## config.mk

```make
export PLATFORM = sky130hd
export DESIGN_NAME = forwarding_hazard_unit
export DESIGN_NICKNAME = d
export VERILOG_FILES = /design/src/rtl/hazard_pkg.sv /design/src/rtl/stage_tag_register.sv /design/src/rtl/forwarding_hazard_unit.sv
export SDC_FILE = /design/constraint.sdc
export NUM_CORES = 1
export LEC_CHECK = 0
export ABC_AREA = 1
export CORE_MARGIN = 2
export CORE_UTILIZATION = 50
export CTS_CLUSTER_SIZE = 24
export DETAILED_ROUTE_END_ITERATION = 16
export PLACE_DENSITY_LB_ADDON = 0.3
export SLEW_MARGIN = 40
export SYNTH_ARGS = -nofsm -noshare
export SYNTH_HDL_FRONTEND = slang
export SYNTH_SLANG_ARGS = --single-unit
```

## constraint.sdc

```tcl
create_clock -name CLK -period 2.82 [get_ports CLK]
set_input_delay 0.423 -clock CLK [delete_from_list [all_inputs] [get_ports CLK]]
set_output_delay 0.423 -clock CLK [all_outputs]
set_load 0.01 [all_outputs]
```

## src/rtl/hazard_pkg.sv

```systemverilog
// hazard_pkg: shared forwarding select encoding, stage tag layout and forward-select helper.
package hazard_pkg;
   localparam int PC_REG_DEFAULT = 15;
   localparam int WA_W = 8;
   typedef enum logic [1:0] {
      FWD_RF  = 2'b00,
      FWD_WB  = 2'b01,
      FWD_MEM = 2'b10
   } fwd_sel_t;
   typedef struct packed {
      logic            valid;
      logic            reg_write;
      logic            mem_to_reg;
      logic [WA_W-1:0] wa;
   } stage_tag_t;
   // e is the instruction one ahead of decode, m the one two ahead
   function automatic fwd_sel_t fwd_select(stage_tag_t e, stage_tag_t m, logic [WA_W-1:0] ra, logic [WA_W-1:0] pc);
      return (e.valid && e.reg_write && !e.mem_to_reg && e.wa == ra && e.wa != pc) ? FWD_MEM :
             (m.valid && m.reg_write && m.wa == ra && m.wa != pc) ? FWD_WB : FWD_RF;
   endfunction
endpackage

```

## src/rtl/stage_tag_register.sv

```systemverilog
// stage_tag_register: one pipeline stage tag flop with async clear and bubble load.
module stage_tag_register
   import hazard_pkg::*;
(
   input  logic       clk,
   input  logic       rst_n,
   input  logic       bubble,
   input  stage_tag_t d,
   output stage_tag_t q
);
   always_ff @(posedge clk or negedge rst_n)
      if (!rst_n) q <= '0;
      else q <= bubble ? '0 : d;
endmodule

```

## src/rtl/forwarding_hazard_unit.sv

```systemverilog
// forwarding_hazard_unit: operand forwarding selects, load-use stall and branch flush.
// Optional macro HAZARD_STATS_EN adds a saturating STALL_COUNT output.
module forwarding_hazard_unit
   import hazard_pkg::*;
#(
   parameter int REG_BITS = 4,
   parameter int PC_REG   = PC_REG_DEFAULT
) (
   input  logic                CLK,
   input  logic                RESET_N,
   input  logic [REG_BITS-1:0] RA1_D,
   input  logic [REG_BITS-1:0] RA2_D,
   input  logic [REG_BITS-1:0] WA_D,
   input  logic                REG_WRITE_D,
   input  logic                MEM_TO_REG_D,
   input  logic                BRANCH_TAKEN_E,
   output logic [1:0]          FORWARD_AE,
   output logic [1:0]          FORWARD_BE,
   output logic                STALL_D,
   output logic                FLUSH_D
`ifdef HAZARD_STATS_EN
   ,
   output logic [15:0]         STALL_COUNT
`endif
);
   localparam logic [WA_W-1:0] PC_WA = WA_W'(PC_REG);
   stage_tag_t tag_d, tag_e, tag_m, tag_w;
   fwd_sel_t   sel_a, sel_b;
   logic       bubble, load_use;
   logic [WA_W-1:0] ra1, ra2;
   always_comb begin
      ra1      = WA_W'(RA1_D);
      ra2      = WA_W'(RA2_D);
      tag_d    = '{valid: 1'b1, reg_write: REG_WRITE_D, mem_to_reg: MEM_TO_REG_D, wa: WA_W'(WA_D)};
      load_use = tag_e.valid && tag_e.mem_to_reg && tag_e.wa != PC_WA && (tag_e.wa == ra1 || tag_e.wa == ra2);
      STALL_D  = RESET_N && !BRANCH_TAKEN_E && load_use;
      FLUSH_D  = RESET_N && BRANCH_TAKEN_E;
      bubble   = STALL_D || BRANCH_TAKEN_E;
      sel_a    = fwd_select(tag_e, tag_m, ra1, PC_WA);
      sel_b    = fwd_select(tag_e, tag_m, ra2, PC_WA);
   end
   stage_tag_register u_tag_e (.clk(CLK), .rst_n(RESET_N), .bubble(bubble), .d(tag_d), .q(tag_e));
   stage_tag_register u_tag_m (.clk(CLK), .rst_n(RESET_N), .bubble(1'b0),   .d(tag_e), .q(tag_m));
   stage_tag_register u_tag_w (.clk(CLK), .rst_n(RESET_N), .bubble(1'b0),   .d(tag_m), .q(tag_w));
   always_ff @(posedge CLK or negedge RESET_N)
      if (!RESET_N) begin
         FORWARD_AE <= FWD_RF;
         FORWARD_BE <= FWD_RF;
      end else begin
         FORWARD_AE <= bubble ? FWD_RF : sel_a;
         FORWARD_BE <= bubble ? FWD_RF : sel_b;
      end
   // W only retires the write-back stage; it must always trail M by one cycle
   a_w_follows_m: assert property (@(posedge CLK) disable iff (!RESET_N) tag_w == $past(tag_m));
`ifdef HAZARD_STATS_EN
   always_ff @(posedge CLK or negedge RESET_N)
      if (!RESET_N) STALL_COUNT <= '0;
      else if (STALL_D && STALL_COUNT != 16'hFFFF) STALL_COUNT <= STALL_COUNT + 16'd1;
`endif
endmodule

```

Word level (Yosys, flattened, before mapping)

Index checks and enable logic that the tools add are counted.

Bits in registers: 25
Latch bits: 0
Memory bits (writable): 0
Bits in read-only memories: 0
Input port bits: 17
Output and inout port bits: 6
Memories kept: 0

Add/sub/neg operators: 0
Multiply operators: 0
Div/mod/pow operators: 0
$lt $le $gt $ge: 0
Equality and inequality tests: 6
Shifts and indexed selects: 0
Multiplexer cells: 7
Bitwise gates (word level): 0
Reduce and logical (&&, ||, !) cells: 21

Operator list:

| operator                                                                | count |
|---|---|
| 8-bit by 4-bit equality test with 1-bit output                          | 4 |
| 1-bit logical AND                                                       | 17 |
| 8-bit by 4-bit inequality test with 1-bit output, second input constant | 2 |
| 11-bit 2-to-1 mux                                                       | 1 |
| 2-bit 2-to-1 mux                                                        | 4 |
| 1-bit logical NOT                                                       | 2 |
| 1-bit logical OR                                                        | 2 |
| 1-bit 2-to-1 mux                                                        | 2 |

Depth between registers and ports, before layout

Gate-level depths: netlist of run 1.

Depth in word-level cells: 6
Mapped depth: 10
Mapped depth without buffers: 9

Hierarchy

From an unflattened synthesis of run 1, not the netlist that was laid out.

Cells, all modules: 175
Area total of the unflattened synthesis: 1282.5 um2

By module, submodules not included:

| module                 | instances | cells an instance | area an instance (um2) | seq. area each (um2) |
|---|---|---|---|---|
| stage_tag_register     | 2         | 34                | 369.1                  | 275.3 |
| forwarding_hazard_unit | 1         | 107               | 544.3                  | 100.1 |

Worst setup path before layout of run 1

Ideal clock, no wire load.

Path type: input-to-output
Start: input port RA2_D[2]
End: output port STALL_D
Arrival: 0.926 ns
Required time: 2.397 ns
Path slack: 1.471 ns
Cell stages on the path: 8
Path buffers: 0
Cells stage by stage: inv_1 > nand2_1 > nand2_1 > nor2_1 > nand2_1 > nand2_1 > nand2_1 > inv_1

Cells in the longest elaborated chain, start to end: 4

Ends and longest elaborated chain:

| what                                           | RTL line                     | text |
|---|---|---|
| start, declared                                | forwarding_hazard_unit.sv:12 | `input logic [REG_BITS-1:0] RA2_D,` |
| 8-bit by 4-bit equality test with 1-bit output | forwarding_hazard_unit.sv:35 | `load_use = tag_e.valid && tag_e.mem_to_reg && tag_e.wa != PC_WA && (tag_e.wa == ra1 \|\| tag_e.wa == ra2);` |
| 1-bit logical OR                               | forwarding_hazard_unit.sv:35 |  |
| 1-bit logical AND                              | forwarding_hazard_unit.sv:35 |  |
| 1-bit logical AND                              | forwarding_hazard_unit.sv:36 | `STALL_D = RESET_N && !BRANCH_TAKEN_E && load_use;` |
| end, declared                                  | forwarding_hazard_unit.sv:19 | `output logic STALL_D,` |

No other way between the ends.

Worst setup path in the final report of run 1

Start: input port RA1_D[1]
End: output port STALL_D

Cells in the longest elaborated chain, start to end: 4

Ends and longest elaborated chain:

| what                                           | RTL line                     | text |
|---|---|---|
| start, declared                                | forwarding_hazard_unit.sv:11 | `input logic [REG_BITS-1:0] RA1_D,` |
| 8-bit by 4-bit equality test with 1-bit output | forwarding_hazard_unit.sv:35 |  |
| 1-bit logical OR                               | forwarding_hazard_unit.sv:35 |  |
| 1-bit logical AND                              | forwarding_hazard_unit.sv:35 |  |
| 1-bit logical AND                              | forwarding_hazard_unit.sv:36 |  |

No other way between the ends.

==> flow_summary_export.csv, run 1 <==
group,metric,value,unit
status,status,"complete, no violations",
sta,final-setup-viol-count,0,
worst_hold_path,hold_end,"u_tag_m.q[9]",
clocking,cts_hold_buffers,0,
clocking,ctsResizeCount,0,
global_routing,grt_pass1_wl,2.83,mm
clocking,root_buffer,"clkbuf_4",
drt,routed-via-count,790,
sta,worst_pin_slew,0.226,ns
global_routing,antenna_found_initial,0,
sta,timing.setup.tns,0,ns
floorplan,die_w,45.8,um
logic_synthesis,syn_area_per_cell,7.09,um^2
place,dp_hpwl,1.38,mm
final_layout,drive_gt1_share,4.70,%
clocking,cts_setup_buffers,0,
place,post-place-ws,0.323,ns
drt,drt_wl_total,1.68,mm
global_routing,grt_max_degree,19,
drt,route.antenna.remaining_nets,0,
logic_synthesis,yosys.area.top_type,"dfrtp_1",
logic_synthesis,synth-async-reset-ratio,100,%
floorplan,die_y,45.8,um
power,power_density,408,nW/um^2
final_layout,n_antenna_cell,0,
sta,maxSlewViolCount,0,
logic_synthesis,ys_ff_latch,17,
worst_setup_path,reg2reg_from,"u_tag_e.q[1]",
clocking,clk_path_buf_depth,2,
worst_setup_path,crit_fanout,4,
worst_setup_path,worstPathArrival,2.09,ns
logic_synthesis,synth_cell_types,15,
sta,slew_headroom,84.9,%
drt,wire_per_inst,10.1,um
logic_synthesis,synth_warnings,0,
worst_hold_path,hold_depth,0,
flow_run,timing.max_cap.violations,0,
logic_synthesis,synthTopCellsByArea,"dfrtp_1, nand2_1, inv_1",
logic_synthesis,ys.flop_type,"dfrtp_1",
power,p_leak,0.000616,uW
final_layout,nets,167,
drt,drtIter0Drc,19,
worst_setup_path,criticalPathCategory,"in2out",
worst_setup_path,crit_path_start_kind,"input port",
clocking,cts_sinks,17,
drt,viasPerCell,4.76,
drt,first_pass_iters,4,
sta,fin_skew,0.00547,ns
final_layout,areaGrowthSynthToFinish,30.3,%
sta,setup_slack,0.305,ns
floorplan,initial_utilization,51.6,%
sta,rsz0062_at_grt,"no",
sta,fin_crit,2.52,ns
clocking,clk-insertion-delay-late,0.28,ns
clocking,cts_tree,"yes",
logic_synthesis,yosys-top-cells-count,"nand2_1, inv_1, nor2_1, dfrtp_1",
floorplan,design.core.area,1690,um^2
clocking,clkTransAtPathRegs,0.09,ns
logic_synthesis,synth_top_cell_area_share,48.8,%
worst_setup_path,regToRegSetupSlack,1.41,ns
global_routing,grt.overflow.total,0,
logic_synthesis,syn-cell-area,872,um^2
logic_synthesis,seq_area_frac_synth,48.8,%
drt,drc,0,
logic_synthesis,synth_edf_count,0,
logic_synthesis,syn_inst,123,
sta,hold_violations,0,
clocking,numCtsBuffers,3,
worst_setup_path,required,2.40,ns
clocking,cts-htree-levels,1,
sta,finalCritPeriodShare,89.2,%
logic_synthesis,syn_nets,140,
global_routing,grtUsageTotal,19.4,%
sta,hold_ws,0.396,ns
worst_setup_path,reg2reg_to,"FORWARD_BE[1]",
place,portBuffers,22,
floorplan,ios,23,
worst_hold_path,worstHoldStart,"u_tag_e.q[9]",
worst_setup_path,r2r.worst_path.cells,9,
floorplan,die-area,2090,um^2
global_routing,grt_pass1_vias,730,
place,place_congestion,0.778,
worst_hold_path,hp-class,"reg2reg",
floorplan,rows,15,
logic_synthesis,yosysMostFrequentCell,"nand2_1",
worst_setup_path,endpoint_kind,"output pin",
power,vdd_drop_max,0.314,mV
sta,fmax,398,MHz
[final cells by class]
| class | instances | area [um^2] |
|---|---|---|
| Fill cell | 141 | 553 |
| Sequential cell | 17 | 425 |
| Multi-Input combinational cell | 80 | 342 |
| Timing Repair Buffer | 23 | 228 |
| Inverter | 25 | 93.8 |
| Clock buffer | 4 | 26.3 |
| Tap cell | 17 | 21.3 |
[power breakdown]
part | total, uW | internal [uW] | switching, uW
Combinational | 77.3 | 38.2 | 39.1
Sequential | 262 | 254 | 8.57
Clock | 124 | 54.9 | 68.8
[cell usage in the layout, fill, tap and decap left out]
cell type and instances:
dfrtp_1 17, clkdlybuf4s50_1 22, o21ai_0 2, clkbuf_1 1
xor2_1 2, inv_1 25, nand3_1 3, nand2_1 44
o211ai_1 1, clkbuf_4 3, nand2_2 1, nand4_1 1
nor2_1 20, a21oi_1 3, nor2_2 1, buf_4 1
nand3b_1 1, nor3_2 1
[worst max-delay path, stage by stage]
cell and delay, ns:
clkdlybuf4s50_1 0.52, inv_1 0.05, nand2_1 0.05, nand2_1 0.05, nor2_1 0.19, nand2_1 0.08, nand2_1 0.06, nand2_1 0.08
inv_1 0.06, clkdlybuf4s50_1 0.52
[per-stage QoR]
stage,cell area [um^2],power (uW),cells,util [%]
2_1_floorplan,872,304,123,-
3_3_place_gp,1110,341,162,65.7
3_5_place_dp,1110,345,162,65.7
4_1_cts,1140,471,166,67.3
5_1_grt,1140,498,166,67.3
6_report,1140,463,166,67.3
[kinds of logic after synthesis]
group | after synthesis | share of synthesized area, %
flops | 17 | 48.8
xor+xnor | 2 | 2.01
simple gates | 72 | 33.4
buf+inv | 26 | 12.1
compound gates | 6 | 3.73
[worst max path at each step]
stage / depth (start not counted) / end / slack (ns) / from
floorplan: 8 / STALL_D / 1.47 / RA2_D[2]
global placement: 10 / STALL_D / 0.38 / RA1_D[0]
detailed placement: 10 / STALL_D / 0.32 / RA1_D[1]
CTS: 10 / STALL_D / 0.31 / RA1_D[1]
global route: 10 / STALL_D / 0.21 / RA1_D[1]
finish: 10 / STALL_D / 0.30 / RA1_D[1]
[registers in the layout, indices dropped and copies added (netlist names)]
signal and cells:
FORWARD_AE 2, FORWARD_BE 2, u_tag_e.q 7, u_tag_m.q 6
[per-layer routing]
metal  wire length, um  vias up  global-route usage (%)  share of wire (%)
met5                 0        -                       0                  0
met4                34        0                    10.3                2.0
met3                60        4                    3.97                3.6
met2               868       18                    33.2                 52
met1               713      352                    22.6                 43
li1                  -      416                       -                  -
Power figures use the tool's default switching activity.
==> inputs of run 2 (changes only) <==
- CORE_UTILIZATION: 50 -> 30
- PLACE_DENSITY: not set -> 0.58
- PLACE_DENSITY_LB_ADDON: 0.3 -> not set
- clock period: 2.82 -> 2.32 ns (I/O delays scaled with it)
==> run 2 against run 1 <==
Die area is 60% higher; critical path type unchanged; clock skew is 0.0011 ns lower; combinational power increased by 27%; utilization down 24 points; via count down 1.9%; largest cell class unchanged; first-iteration DRC count is 53% higher; global-route usage fell by 7.7 points; wire length increased by 4.5%; largest power group unchanged; design area grew 4.6%.
==> flow_summary_export.csv, run 2 (same netlist as run 1, synthesis figures left out) <==
group,metric,value,unit
final_layout,drive_gt1_share,7.84,%
clocking,root_buffer,"clkbuf_4",
worst_setup_path,required,1.97,ns
clocking,clkTransAtPathRegs,0.08,ns
worst_setup_path,reg2reg_to,"u_tag_e.q[8]",
worst_setup_path,regToRegSetupSlack,0.87,ns
sta,finalCritPeriodShare,87.8,%
worst_hold_path,hp-class,"reg2reg",
worst_setup_path,path_cells,"clkdlybuf4s50_1 -> buf_4 -> nand2_1 -> inv_1 -> clkdlybuf4s50_1",
sta,setup_slack,0.284,ns
drt,wire_per_inst,9.52,um
flow_run,timing.max_cap.violations,0,
floorplan,die-area,3350,um^2
sta,fin_crit,2.04,ns
sta,fmax,491,MHz
power,p_leak,0.000653,uW
worst_setup_path,reg2reg_from,"u_tag_e.q[2]",
clocking,cts_tree,"yes",
clocking,clk_path_buf_depth,2,
worst_setup_path,crit_fanout,8,
clocking,cts_hold_buffers,0,
final_layout,areaGrowthSynthToFinish,36.3,%
clocking,numCtsBuffers,3,
sta,worst_pin_slew,0.218,ns
place,dp_hpwl,1.47,mm
worst_setup_path,endpoint_kind,"output pin",
worst_setup_path,cpMostUsedCell,"clkdlybuf4s50_1",
worst_setup_path,crit_path_top_delay_cell,"clkdlybuf4s50_1",
drt,routed-via-count,775,
global_routing,use_met1,16.2,%
floorplan,design.core.area,2760,um^2
final_layout,top_register,"u_tag_e.q",
sta,fin_skew,0.00439,ns
global_routing,grt.overflow.total,0,
drt,route.antenna.remaining_nets,0,
worst_setup_path,crit_path_start,"RESET_N",
clocking,cts_sinks,17,
final_layout,reg_top3,"u_tag_e.q: 7 flops, u_tag_m.q: 6 flops",
final_layout,final_cell_mix,"nand2_1, inv_1, clkdlybuf4s50_1, nor2_1, dfrtp_1",
floorplan,ios,23,
sta,timing.setup.tns,0,ns
global_routing,grt_max_degree,12,
worst_setup_path,criticalPathCategory,"in2out",
floorplan,rows,19,
drt,drtIter0Drc,29,
clocking,cts-htree-levels,1,
worst_setup_path,crit_path_start_kind,"input port",
place,portBuffers,22,
global_routing,grtUsageMet2,17.5,%
global_routing,antenna_found_initial,0,
worst_setup_path,r2r.worst_path.cells,10,
place,place_congestion,0.757,
sta,hold_ws,0.381,ns
sta,maxSlewViolCount,0,
global_routing,grt_pass1_vias,718,
final_layout,n_antenna_cell,0,
worst_setup_path,cpPeakStageDelay,0.52,ns
sta,hold_violations,0,
drt,drt_wl_total,1.75,mm
sta,slew_headroom,85.4,%
final_layout,nets,171,
final_layout,largest_reg_flops,7,
clocking,clk-insertion-delay-late,0.27,ns
floorplan,die_w,57.9,um
drt,drc,0,
sta,final-setup-viol-count,0,
drt,first_pass_iters,4,
place,post-place-ws,0.0130,ns
final_layout,layout_commonest_cell,"nand2_1",
global_routing,busiest_layer,"met2",
global_routing,grtUsageTotal,11.7,%
status,status,"complete, no violations",
global_routing,grt_pass1_wl,2.94,mm
sta,rsz0062_at_grt,"no",
worst_setup_path,endpoint,"FLUSH_D",
power,power_density,472,nW/um^2
worst_setup_path,worstPathArrival,1.69,ns
drt,viasPerCell,4.21,
power,vdd_drop_max,0.338,mV
floorplan,die_y,57.9,um
floorplan,initial_utilization,31.6,%
global_routing,met3_usage,2.01,%
==> run 2: final cells by class <==
| cell class | count | area (um^2) |
|---|---|---|
| inverters | 25 | 93.8 |
| flip-flops and latches | 17 | 425 |
| repair buffers | 27 | 260 |
| fillers | 292 | 1570 |
| multi-input cells | 80 | 344 |
| well taps | 31 | 38.8 |
| clock buffers | 4 | 26.3 |
==> run 2: worst min-delay path by stage <==
| stage | startpoint | endpoint | slack, ns | depth (start not counted) |
|---|---|---|---|---|
| after global routing | u_tag_e.q[9] | u_tag_m.q[9] | 0.40 | 0 |
| after global placement | u_tag_e.q[9] | u_tag_m.q[9] | 0.36 | 0 |
| after floorplan | RESET_N | FORWARD_AE[0] | 0.05 | 0 |
| after detailed placement | u_tag_e.q[9] | u_tag_m.q[9] | 0.36 | 0 |
| final | u_tag_e.q[9] | u_tag_m.q[9] | 0.38 | 0 |
| after CTS | u_tag_e.q[9] | u_tag_m.q[9] | 0.38 | 0 |
==> run 2: stage by stage <==
step	total power [uW]	utilization (%)	std cells	instance area (um^2)
floorplan	369	-	123	872
global placement	421	42.0	180	1160
detailed placement	423	42.0	180	1160
CTS	571	42.9	184	1180
global route	602	43.1	184	1190
finish	560	43.1	184	1190
==> run 2: worst max-delay path, delay by kind of cell <==
kind / cells / cell delay, ns
simple gates: 1 / 0.06
buf+inv: 4 / 1.28
==> run 2: routing by layer <==
| metal | vias up | share of wire, % |
|---|---|---|
| li1 | 417 | - |
| met3 | 2 | 4.3 |
| met4 | 0 | 0.86 |
| met2 | 12 | 46 |
| met1 | 344 | 49 |
| met5 | - | 0 |
==> run 2: timing repair <==
action,4_1_cts,5_1_grt
setup buffers,0,0
setup endpoints to repair,0,1
resized for setup,0,2
==> run 2: report_power, final <==
group | internal, uW | switching (uW) | leakage [uW] | total, uW
Combinational | 50.0 | 48.2 | 0.000417 | 98.1
Clock | 66.6 | 77.6 | 0.0000150 | 144
Sequential | 308 | 9.99 | 0.000221 | 318
